==> config.mk <==
export PLATFORM = sky130hd
export DESIGN_NAME = ahb3lite_master_flat
export DESIGN_NICKNAME = d
export VERILOG_FILES = /design/src/rtl/ahb3lite_master_if.sv /design/src/rtl/ahb3lite_master.sv /design/src/flat_wrapper.sv
export SDC_FILE = /design/constraint.sdc
export NUM_CORES = 1
export LEC_CHECK = 0
export CAP_MARGIN = 20
export CORE_ASPECT_RATIO = 0.7
export CORE_MARGIN = 1
export CORE_UTILIZATION = 45
export DETAILED_ROUTE_END_ITERATION = 8
export PLACE_DENSITY_LB_ADDON = 0.25
export REMOVE_ABC_BUFFERS = 1
export SETUP_SLACK_MARGIN = 0.02
export SKIP_CTS_REPAIR_TIMING = 1
export SLEW_MARGIN = 20
export SYNTH_ARGS = -nofsm -noshare
export SYNTH_HDL_FRONTEND = slang
export SYNTH_SLANG_ARGS = --single-unit
==> constraint.sdc <==
create_clock -name HCLK -period 3.03 [get_ports HCLK]
set_input_delay 0.7575 -clock HCLK [delete_from_list [all_inputs] [get_ports HCLK]]
set_output_delay 0.7575 -clock HCLK [all_outputs]
set_load 0.005 [all_outputs]
==> src/rtl/ahb3lite_master_if.sv <==
// Command/data-strobe side and AHB3-Lite bus side of ahb3lite_master in one bundle.
// The master modport is the initiator's view; the slave modport is the environment's view.
interface ahb3lite_master_if #(
  parameter int HADDR_SIZE = 32,
  parameter int HDATA_SIZE = 32
);
  logic                  cmd_valid;
  logic                  cmd_ready;
  logic                  cmd_write;
  logic [HADDR_SIZE-1:0] cmd_addr;
  logic [2:0]            cmd_size;
  logic [4:0]            cmd_len;
  logic [HDATA_SIZE-1:0] wr_data;
  logic                  wr_ready;
  logic [HDATA_SIZE-1:0] rd_data;
  logic                  rd_valid;
  logic                  done;
  logic                  err;

  logic                  HSEL;
  logic [HADDR_SIZE-1:0] HADDR;
  logic [HDATA_SIZE-1:0] HWDATA;
  logic                  HWRITE;
  logic [2:0]            HSIZE;
  logic [2:0]            HBURST;
  logic [3:0]            HPROT;
  logic [1:0]            HTRANS;
  logic                  HMASTLOCK;
  logic [HDATA_SIZE-1:0] HRDATA;
  logic                  HREADY;
  logic                  HRESP;

  modport master (
    input  cmd_valid, cmd_write, cmd_addr, cmd_size, cmd_len, wr_data,
    input  HRDATA, HREADY, HRESP,
    output cmd_ready, wr_ready, rd_data, rd_valid, done, err,
    output HSEL, HADDR, HWDATA, HWRITE, HSIZE, HBURST, HPROT, HTRANS, HMASTLOCK
  );

  modport slave (
    output cmd_valid, cmd_write, cmd_addr, cmd_size, cmd_len, wr_data,
    output HRDATA, HREADY, HRESP,
    input  cmd_ready, wr_ready, rd_data, rd_valid, done, err,
    input  HSEL, HADDR, HWDATA, HWRITE, HSIZE, HBURST, HPROT, HTRANS, HMASTLOCK
  );
endinterface

==> src/rtl/ahb3lite_master.sv <==
// AHB3-Lite initiator: turns a command/data-strobe request into pipelined AHB3-Lite transfers.
// Define AHB_MASTER_BURST_EN for SEQ bursts with HBURST coding and the 1 KB boundary check.
module ahb3lite_master #(
  parameter int HADDR_SIZE = 32,
  parameter int HDATA_SIZE = 32,
  parameter int MAX_BEATS  = 16
) (
  input  logic              HCLK,
  input  logic              HRESETn,
  ahb3lite_master_if.master bus
);
  localparam int MAX_SIZE = $clog2(HDATA_SIZE / 8);

  typedef enum logic [2:0] {S_IDLE, S_NONSEQ, S_SEQ, S_LAST, S_ERR2} state_t;
  typedef enum logic [1:0] {TR_IDLE = 2'b00, TR_NONSEQ = 2'b10, TR_SEQ = 2'b11} htrans_t;
  typedef enum logic [2:0] {
    BU_SINGLE = 3'b000, BU_INCR = 3'b001, BU_INCR4 = 3'b011,
    BU_INCR8  = 3'b101, BU_INCR16 = 3'b111
  } hburst_t;

  state_t                state;
  htrans_t               htrans;
  hburst_t               hburst;
  logic                  hsel;
  logic [HADDR_SIZE-1:0] haddr;
  logic [HDATA_SIZE-1:0] hwdata;
  logic                  hwrite;
  logic [2:0]            hsize;
  logic [4:0]            beats_left;
  logic                  dphase;
  logic                  dwrite;
  logic                  cmd_ready_q;
  logic                  rd_valid_q;
  logic [HDATA_SIZE-1:0] rd_data_q;
  logic                  done_q;
  logic                  err_q;

  logic                  size_bad;
  logic                  len_bad;
  logic                  align_bad;
  logic                  reject;
  hburst_t               burst_sel;
  htrans_t               next_trans;
  state_t                next_beat_state;
  logic [HADDR_SIZE-1:0] addr_inc;
  logic                  addr_done;
  logic                  data_err;
`ifdef AHB_MASTER_BURST_EN
  logic [15:0]           span_end;
`endif

  always_comb begin
    size_bad  = bus.cmd_size > 3'(MAX_SIZE);
    len_bad   = (bus.cmd_len == '0) || (32'(bus.cmd_len) > 32'(MAX_BEATS));
    align_bad = |(bus.cmd_addr & ((HADDR_SIZE'(1) << bus.cmd_size) - HADDR_SIZE'(1)));
`ifdef AHB_MASTER_BURST_EN
    span_end  = 16'(bus.cmd_addr[9:0]) + (16'(bus.cmd_len) << bus.cmd_size);
    reject    = size_bad || len_bad || align_bad || (span_end > 16'd1024);
    case (bus.cmd_len)
      5'd1:    burst_sel = BU_SINGLE;
      5'd4:    burst_sel = BU_INCR4;
      5'd8:    burst_sel = BU_INCR8;
      5'd16:   burst_sel = BU_INCR16;
      default: burst_sel = BU_INCR;
    endcase
    next_trans      = TR_SEQ;
    next_beat_state = S_SEQ;
`else
    reject          = size_bad || len_bad || align_bad;
    burst_sel       = BU_SINGLE;
    next_trans      = TR_NONSEQ;
    next_beat_state = S_NONSEQ;
`endif
  end

  assign addr_inc  = HADDR_SIZE'(1) << hsize;
  assign addr_done = htrans[1] && bus.HREADY;
  assign data_err  = dphase && bus.HRESP && !bus.HREADY;

  always_ff @(posedge HCLK or negedge HRESETn) begin
    if (!HRESETn) begin
      state       <= S_IDLE;
      htrans      <= TR_IDLE;
      hburst      <= BU_SINGLE;
      hsel        <= 1'b0;
      haddr       <= '0;
      hwdata      <= '0;
      hwrite      <= 1'b0;
      hsize       <= '0;
      beats_left  <= '0;
      dphase      <= 1'b0;
      dwrite      <= 1'b0;
      cmd_ready_q <= 1'b1;
      rd_valid_q  <= 1'b0;
      rd_data_q   <= '0;
      done_q      <= 1'b0;
      err_q       <= 1'b0;
    end else begin
      done_q     <= 1'b0;
      err_q      <= 1'b0;
      rd_valid_q <= 1'b0;
      // An erroring beat never completes with HRESP low, so it yields no rd_valid.
      if (dphase && !dwrite && bus.HREADY && !bus.HRESP) begin
        rd_valid_q <= 1'b1;
        rd_data_q  <= bus.HRDATA;
      end
      if (addr_done && hwrite) hwdata <= bus.wr_data;

      case (state)
        S_IDLE: begin
          if (bus.cmd_valid && cmd_ready_q) begin
            if (reject) begin
              done_q <= 1'b1;
              err_q  <= 1'b1;
            end else begin
              state       <= S_NONSEQ;
              htrans      <= TR_NONSEQ;
              hsel        <= 1'b1;
              haddr       <= bus.cmd_addr;
              hwrite      <= bus.cmd_write;
              hsize       <= bus.cmd_size;
              hburst      <= burst_sel;
              beats_left  <= bus.cmd_len - 5'd1;
              cmd_ready_q <= 1'b0;
            end
          end
        end
        S_NONSEQ, S_SEQ: begin
          if (data_err) begin
            state  <= S_ERR2;
            htrans <= TR_IDLE;
            hsel   <= 1'b0;
          end else if (bus.HREADY) begin
            dphase <= 1'b1;
            dwrite <= hwrite;
            if (beats_left == '0) begin
              state  <= S_LAST;
              htrans <= TR_IDLE;
              hsel   <= 1'b0;
            end else begin
              state      <= next_beat_state;
              htrans     <= next_trans;
              haddr      <= haddr + addr_inc;
              beats_left <= beats_left - 5'd1;
            end
          end
        end
        S_LAST: begin
          if (data_err) begin
            state <= S_ERR2;
          end else if (bus.HREADY) begin
            state       <= S_IDLE;
            dphase      <= 1'b0;
            done_q      <= 1'b1;
            cmd_ready_q <= 1'b1;
          end
        end
        S_ERR2: begin
          if (bus.HREADY) begin
            state       <= S_IDLE;
            dphase      <= 1'b0;
            done_q      <= 1'b1;
            err_q       <= 1'b1;
            cmd_ready_q <= 1'b1;
          end
        end
        default: state <= S_IDLE;
      endcase
    end
  end

  // wr_ready must mark exactly the edge an address phase completes, so it is gated by HREADY.
  assign bus.wr_ready  = addr_done && hwrite;
  assign bus.cmd_ready = cmd_ready_q;
  assign bus.rd_data   = rd_data_q;
  assign bus.rd_valid  = rd_valid_q;
  assign bus.done      = done_q;
  assign bus.err       = err_q;
  assign bus.HSEL      = hsel;
  assign bus.HADDR     = haddr;
  assign bus.HWDATA    = hwdata;
  assign bus.HWRITE    = hwrite;
  assign bus.HSIZE     = hsize;
  assign bus.HBURST    = hburst;
  assign bus.HPROT     = 4'b0011;
  assign bus.HTRANS    = htrans;
  assign bus.HMASTLOCK = 1'b0;
endmodule

==> src/flat_wrapper.sv <==
// flat-port wrapper written by rule: the top's interface ports become plain ports
module ahb3lite_master_flat 
#(
  parameter int HADDR_SIZE = 32,
  parameter int HDATA_SIZE = 32,
  parameter int MAX_BEATS  = 16
)
  (HCLK, HRESETn, bus_cmd_valid, bus_cmd_write, bus_cmd_addr, bus_cmd_size, bus_cmd_len, bus_wr_data, bus_HRDATA, bus_HREADY, bus_HRESP, bus_cmd_ready, bus_wr_ready, bus_rd_data, bus_rd_valid, bus_done, bus_err, bus_HSEL, bus_HADDR, bus_HWDATA, bus_HWRITE, bus_HSIZE, bus_HBURST, bus_HPROT, bus_HTRANS, bus_HMASTLOCK);
  ahb3lite_master_if #(.HADDR_SIZE(HADDR_SIZE), .HDATA_SIZE(HDATA_SIZE)) bus_i ();
  input  logic HCLK;
  input  logic HRESETn;
  input wire logic [$bits(bus_i.cmd_valid)-1:0] bus_cmd_valid;
  input wire logic [$bits(bus_i.cmd_write)-1:0] bus_cmd_write;
  input wire logic [$bits(bus_i.cmd_addr)-1:0] bus_cmd_addr;
  input wire logic [$bits(bus_i.cmd_size)-1:0] bus_cmd_size;
  input wire logic [$bits(bus_i.cmd_len)-1:0] bus_cmd_len;
  input wire logic [$bits(bus_i.wr_data)-1:0] bus_wr_data;
  input wire logic [$bits(bus_i.HRDATA)-1:0] bus_HRDATA;
  input wire logic [$bits(bus_i.HREADY)-1:0] bus_HREADY;
  input wire logic [$bits(bus_i.HRESP)-1:0] bus_HRESP;
  output wire logic [$bits(bus_i.cmd_ready)-1:0] bus_cmd_ready;
  output wire logic [$bits(bus_i.wr_ready)-1:0] bus_wr_ready;
  output wire logic [$bits(bus_i.rd_data)-1:0] bus_rd_data;
  output wire logic [$bits(bus_i.rd_valid)-1:0] bus_rd_valid;
  output wire logic [$bits(bus_i.done)-1:0] bus_done;
  output wire logic [$bits(bus_i.err)-1:0] bus_err;
  output wire logic [$bits(bus_i.HSEL)-1:0] bus_HSEL;
  output wire logic [$bits(bus_i.HADDR)-1:0] bus_HADDR;
  output wire logic [$bits(bus_i.HWDATA)-1:0] bus_HWDATA;
  output wire logic [$bits(bus_i.HWRITE)-1:0] bus_HWRITE;
  output wire logic [$bits(bus_i.HSIZE)-1:0] bus_HSIZE;
  output wire logic [$bits(bus_i.HBURST)-1:0] bus_HBURST;
  output wire logic [$bits(bus_i.HPROT)-1:0] bus_HPROT;
  output wire logic [$bits(bus_i.HTRANS)-1:0] bus_HTRANS;
  output wire logic [$bits(bus_i.HMASTLOCK)-1:0] bus_HMASTLOCK;
  assign bus_i.cmd_valid = bus_cmd_valid;
  assign bus_i.cmd_write = bus_cmd_write;
  assign bus_i.cmd_addr = bus_cmd_addr;
  assign bus_i.cmd_size = bus_cmd_size;
  assign bus_i.cmd_len = bus_cmd_len;
  assign bus_i.wr_data = bus_wr_data;
  assign bus_i.HRDATA = bus_HRDATA;
  assign bus_i.HREADY = bus_HREADY;
  assign bus_i.HRESP = bus_HRESP;
  assign bus_cmd_ready = bus_i.cmd_ready;
  assign bus_wr_ready = bus_i.wr_ready;
  assign bus_rd_data = bus_i.rd_data;
  assign bus_rd_valid = bus_i.rd_valid;
  assign bus_done = bus_i.done;
  assign bus_err = bus_i.err;
  assign bus_HSEL = bus_i.HSEL;
  assign bus_HADDR = bus_i.HADDR;
  assign bus_HWDATA = bus_i.HWDATA;
  assign bus_HWRITE = bus_i.HWRITE;
  assign bus_HSIZE = bus_i.HSIZE;
  assign bus_HBURST = bus_i.HBURST;
  assign bus_HPROT = bus_i.HPROT;
  assign bus_HTRANS = bus_i.HTRANS;
  assign bus_HMASTLOCK = bus_i.HMASTLOCK;
  ahb3lite_master #(.HADDR_SIZE(HADDR_SIZE), .HDATA_SIZE(HDATA_SIZE), .MAX_BEATS(MAX_BEATS)) u_core (.HCLK(HCLK), .HRESETn(HRESETn), .bus(bus_i));
endmodule
==> results.md <==
Logic synthesis:
- The cell count after synthesis came out at a little under 600.
- The most common cell in the synthesized netlist is sky130_fd_sc_hd__dfrtp_1.
- The fraction of synthesis flops using an asynchronous set or reset pin is 1.00.
- Synthesis inferred 116 register bits.
- The number of unique standard cell types used by synthesis is 72.
- A synthesized cell averages ~11 um2.
- The most used flip-flop cell after synthesis is sky130_fd_sc_hd__dfrtp_1.
- The commonest cells after synthesis are 115 x sky130_fd_sc_hd__dfrtp_1, 73 x sky130_fd_sc_hd__mux2_2, 48 x sky130_fd_sc_hd__nand2_1, 40 x sky130_fd_sc_hd__a21oi_1, 28 x sky130_fd_sc_hd__o21ai_0.
- During synthesis, Yosys emitted a total of 0 warnings.
- The share of synthesized area in the top cell type comes to 0.461.
- The number of flops mapped to enable cells by yosys is 0.
- sky130_fd_sc_hd__dfrtp_1 takes more of the synthesized area than any other cell.
- Ranked by total cell area, the synthesized netlist is headed by sky130_fd_sc_hd__dfrtp_1 46%, sky130_fd_sc_hd__mux2_2 13%, sky130_fd_sc_hd__a21oi_1 3.2%.
- For this run, the register share of the synthesized area comes to 0.465.
- The synthesized netlist occupies a cell area of 6250 um2.

CTS:
- The clock drives 116 sinks.
- TritonCTS built the clock tree.
- Clock-pin slew was measured on the worst setup and hold paths at ~0.060 ns.
- The cell at the root of the clock tree is sky130_fd_sc_hd__clkbuf_16.
- The clock insertion delay at the later pin of the skew report is 0.41 ns.
- Counting along the longest clock path gives a buffer depth of 2.
- TritonCTS created 17 clock buffers.
- The H-tree depth is 4.

Timing:
- The count of final setup violators is 0.
- The final clock period utilization by the worst path is 0.977.
- Setup repair after global routing left no endpoint under its margin.
- The worst slew slack as a fraction of its limit is 0.465.
- The total negative slack is 0 ns.
- The final number of hold-violating endpoints is 0.
- Static timing analysis puts the maximum clock frequency at 338 MHz.
- The count of final max-slew check failures is 0.
- The pin slew with the least headroom to its limit is 0.796 ns.
- The setup skew after layout is around 0.007 ns.
- The clock period could shrink to approximately 3 ns.

Critical path:
- STA classifies the critical path startpoint as an input port.
- The capturing element type of the critical path is a register.
- Traced cell by cell, the critical path runs through clkdlybuf4s50_1 > buf_4 > or2_2 > ha_4 > inv_1 > a2bb2oi_2 > o211ai_1 > or4_4 > buf_4 > mux2_2.
- The gate family responsible for the most delay along the worst path is simple AND/OR/NAND/NOR gates.
- The most critical setup path has its startpoint at bus_cmd_size[1].
- For the worst setup path, the data required time is 3.33 ns.
- The maximum fanout encountered on the critical timing path is 7.
- At the worst endpoint, the arrival time is 3.25 ns.
- The most numerous cell type found on the critical path is sky130_fd_sc_hd__buf_4.
- In this run the critical register-to-register path is launched from u_core.bus.HSIZE[1]$_DFFE_PN0P_.
- The number of buffer and inverter instances along the worst setup path is 4.
- The worst-path cell with the longest stage delay is sky130_fd_sc_hd__or4_4.
- The largest single stage delay on the critical path is 0.59 ns.
- The critical path is of the input port to register type.

Detailed routing:
- The number of antenna-violating nets in the routed design is 0.
- The first-pass detailed-route iteration total is 5.
- The number of DRC markers in iteration 0 is approximately 530.
- Across all layers, the routed design uses 5,889 vias.
- For this run, design rule violations remaining after detail routing come to 0.
- Using the TritonRoute via totals, the vias-per-cell ratio works out to around 5.7.
- Dividing the detail-routed wire length by the instance count gives 18.8 um.
- The final layout contains routed wiring with a total length of 19,600 um.

Die:
- The number of placement rows is 35.
- The die area is 14,400 um2.
- After floorplanning, the core was sized to cover 13,400 um2.
- Measured along the x axis, the die boundary spans 143 um.
- The height of the die is 101 um.
- The initial standard-cell utilization of the core is 0.468.
- In this run the count of I/O pins placed on the die edge is 226.

Hold path:
- The type of the worst min-delay path is input port to asynchronous set/reset pin.

GRT:
- For this run, the total global-route usage over all layers was measured as 0.281.
- The largest net degree at the start of global routing is 51.
- The number of antenna violations at the first check in global routing is 0.
- The final global-route overflow total is 0.
- The first global-routing pass estimated 30,600 um of wire.
- The via count of the first global-routing pass came to 5,884.

Power:
- VDD sags by at most 388 uV.
- The total power is 3.99 mW.
- In this run the power density over the cells is 418 nW/um2.
- The static leakage is around 4.2 nW.

Finish:
- In the final layout, the share of cells above drive strength 1 is 0.211.
- The number of fill cells in the layout is 956.
- The final net count is about 970.
- The repair_antennas step left the layout with diodes totalling 0.
- The growth of design area from synthesis to finish is 53.1%.

Placement:
- The quantity of I/O buffers inserted on ports is approximately 220.
- The global placer's final weighted congestion is 0.902.
- The HPWL after detailed placement is roughly 14,000 um.

Status:
- The flow ran to the end, and the final reports show no timing, DRC or antenna violations.

Job:
- Max-cap violations in this run came to 0.
==> metal layers <==
| layer | share of wire | vias up | global-route usage | wire [um] |
|---|---|---|---|---|
| met2 | 0.46 | 315 | 0.436 | 9070 |
| met4 | 0.017 | 0 | 0.0976 | 339 |
| met1 | 0.43 | 2832 | 0.378 | 8520 |
| met3 | 0.087 | 33 | 0.0798 | 1700 |
| met5 | 0 | - | 0 | 0 |
| li1 | - | 2709 | - | - |
==> worst paths after layout <==
path / to / slack, ns / depth (start not counted)
setup reg to reg: u_core.bus.HADDR[12]$_DFFE_PN0P_ / 0.11 / 10
setup / recovery: u_core.bus.HSIZE[0]$_DFFE_PN0P_ / 0.07 / 10
min in group HCLK: u_core.bus.HWDATA[27]$_DFFE_PN0P_ / 0.50 / 1
hold reg to reg: u_core.bus.HWDATA[27]$_DFFE_PN0P_ / 0.50 / 1
max in group asynchronous: u_core.bus.HWDATA[5]$_DFFE_PN0P_ / 1.92 / 2
hold / removal: u_core.bus.HADDR[14]$_DFFE_PN0P_ / 0.26 / 1
==> metrics by stage <==
| stage | cell area (um2) | hold slack, ns | instances | util | setup slack [ns] |
|---|---|---|---|---|---|
| final | 9560 | 0.260 | 1042 | 0.716 | 0.0711 |
| after global routing | 9560 | 0.269 | 1042 | 0.716 | 0.0258 |
| after CTS | 9470 | 0.260 | 1041 | 0.709 | -0.0747 |
| after detailed placement | 8840 | 0.492 | 1009 | 0.662 | -0.497 |
| after global placement | 8840 | 0.488 | 1009 | 0.662 | -0.429 |
| after floorplan | 6030 | 0.462 | 560 | - | -1.50 |
==> sequential cells by signal, summed over array words and instances (netlist names) <==
name,cells
u_core.bus.done,1
u_core.bus.rd_data,32
u_core.dphase,1
u_core.beats_left,5
u_core.bus.HTRANS,1
u_core.state,3
u_core.bus.HSIZE,3
u_core.bus.HWDATA,32
u_core.bus.err,1
u_core.bus.HSEL,1
u_core.dwrite,1
u_core.bus.rd_valid,1
u_core.bus.cmd_ready,1
u_core.bus.HWRITE,1
u_core.bus.HADDR,32
==> where the power goes <==
part	leakage [nW]	switching [mW]	internal, mW
clock network	0.301	0.764	1.39
registers	1.53	0.00434	1.55
logic	2.38	0.111	0.175
==> worst register-to-register path, cell delays in order, from the launching register on <==
cell and delay [ns]:
sky130_fd_sc_hd__dfrtp_1 0.43, sky130_fd_sc_hd__or3b_2 0.52, sky130_fd_sc_hd__fa_1 0.45, sky130_fd_sc_hd__nand2b_1 0.18, sky130_fd_sc_hd__a21oi_1 0.13, sky130_fd_sc_hd__buf_4 0.16
sky130_fd_sc_hd__o21ai_1 0.15, sky130_fd_sc_hd__buf_4 0.21, sky130_fd_sc_hd__nand2b_1 0.23, sky130_fd_sc_hd__o31ai_2 0.27, sky130_fd_sc_hd__a21o_1 0.14
==> logic make-up after synthesis <==
family	synth area share
DFF	0.465
xor gates and xnor gates	0.00982
AOI/OAI and AO/OA	0.172
other	0.00120
adders and majority gates	0.0252
and+or+nand+nor	0.139
buffers and inverters	0.0467
muxes	0.141
==> cell type report <==
| type | instances | area [um2] | share of cell area |
|---|---|---|---|
| flip-flops and latches | 116 | 2900 | 0.304 |
| multi-input cells | 431 | 3140 | 0.329 |
| well taps | 185 | 231 | 0.0242 |
| clock inverters | 14 | 201 | 0.0211 |
| clock buffers | 18 | 429 | 0.0449 |
| repair buffers | 265 | 2600 | 0.272 |
| inverters | 13 | 48.8 | 0.00510 |
==> cells in the final DEF (no fill, tap or decap), types with 4 or more instances in the layout <==
cell / instances
sky130_fd_sc_hd__o32ai_1: 4
sky130_fd_sc_hd__buf_4: 44
sky130_fd_sc_hd__a31oi_1: 14
sky130_fd_sc_hd__o22ai_1: 10
sky130_fd_sc_hd__and3_1: 8
sky130_fd_sc_hd__a311oi_1: 6
sky130_fd_sc_hd__conb_1: 9
sky130_fd_sc_hd__mux2_2: 73
sky130_fd_sc_hd__nand3b_1: 4
sky130_fd_sc_hd__and2_1: 5
sky130_fd_sc_hd__nand2b_1: 5
sky130_fd_sc_hd__a211oi_1: 6
sky130_fd_sc_hd__nor3_1: 13
sky130_fd_sc_hd__and4_1: 5
sky130_fd_sc_hd__ha_1: 10
sky130_fd_sc_hd__xor2_1: 4
sky130_fd_sc_hd__nand4_1: 5
sky130_fd_sc_hd__inv_1: 13
sky130_fd_sc_hd__clkbuf_16: 18
sky130_fd_sc_hd__nand2_1: 48
sky130_fd_sc_hd__a21o_1: 6
sky130_fd_sc_hd__nand3_1: 19
sky130_fd_sc_hd__buf_12: 4
sky130_fd_sc_hd__bufinv_16: 4
sky130_fd_sc_hd__o211ai_1: 5
sky130_fd_sc_hd__dfrtp_1: 115
sky130_fd_sc_hd__clkdlybuf4s50_1: 213
sky130_fd_sc_hd__o21ai_0: 28
sky130_fd_sc_hd__clkinv_4: 4
sky130_fd_sc_hd__a21oi_1: 40
sky130_fd_sc_hd__nor2_1: 22
sky130_fd_sc_hd__or4_1: 4
Note: power is estimated with default switching activity, not from simulation.
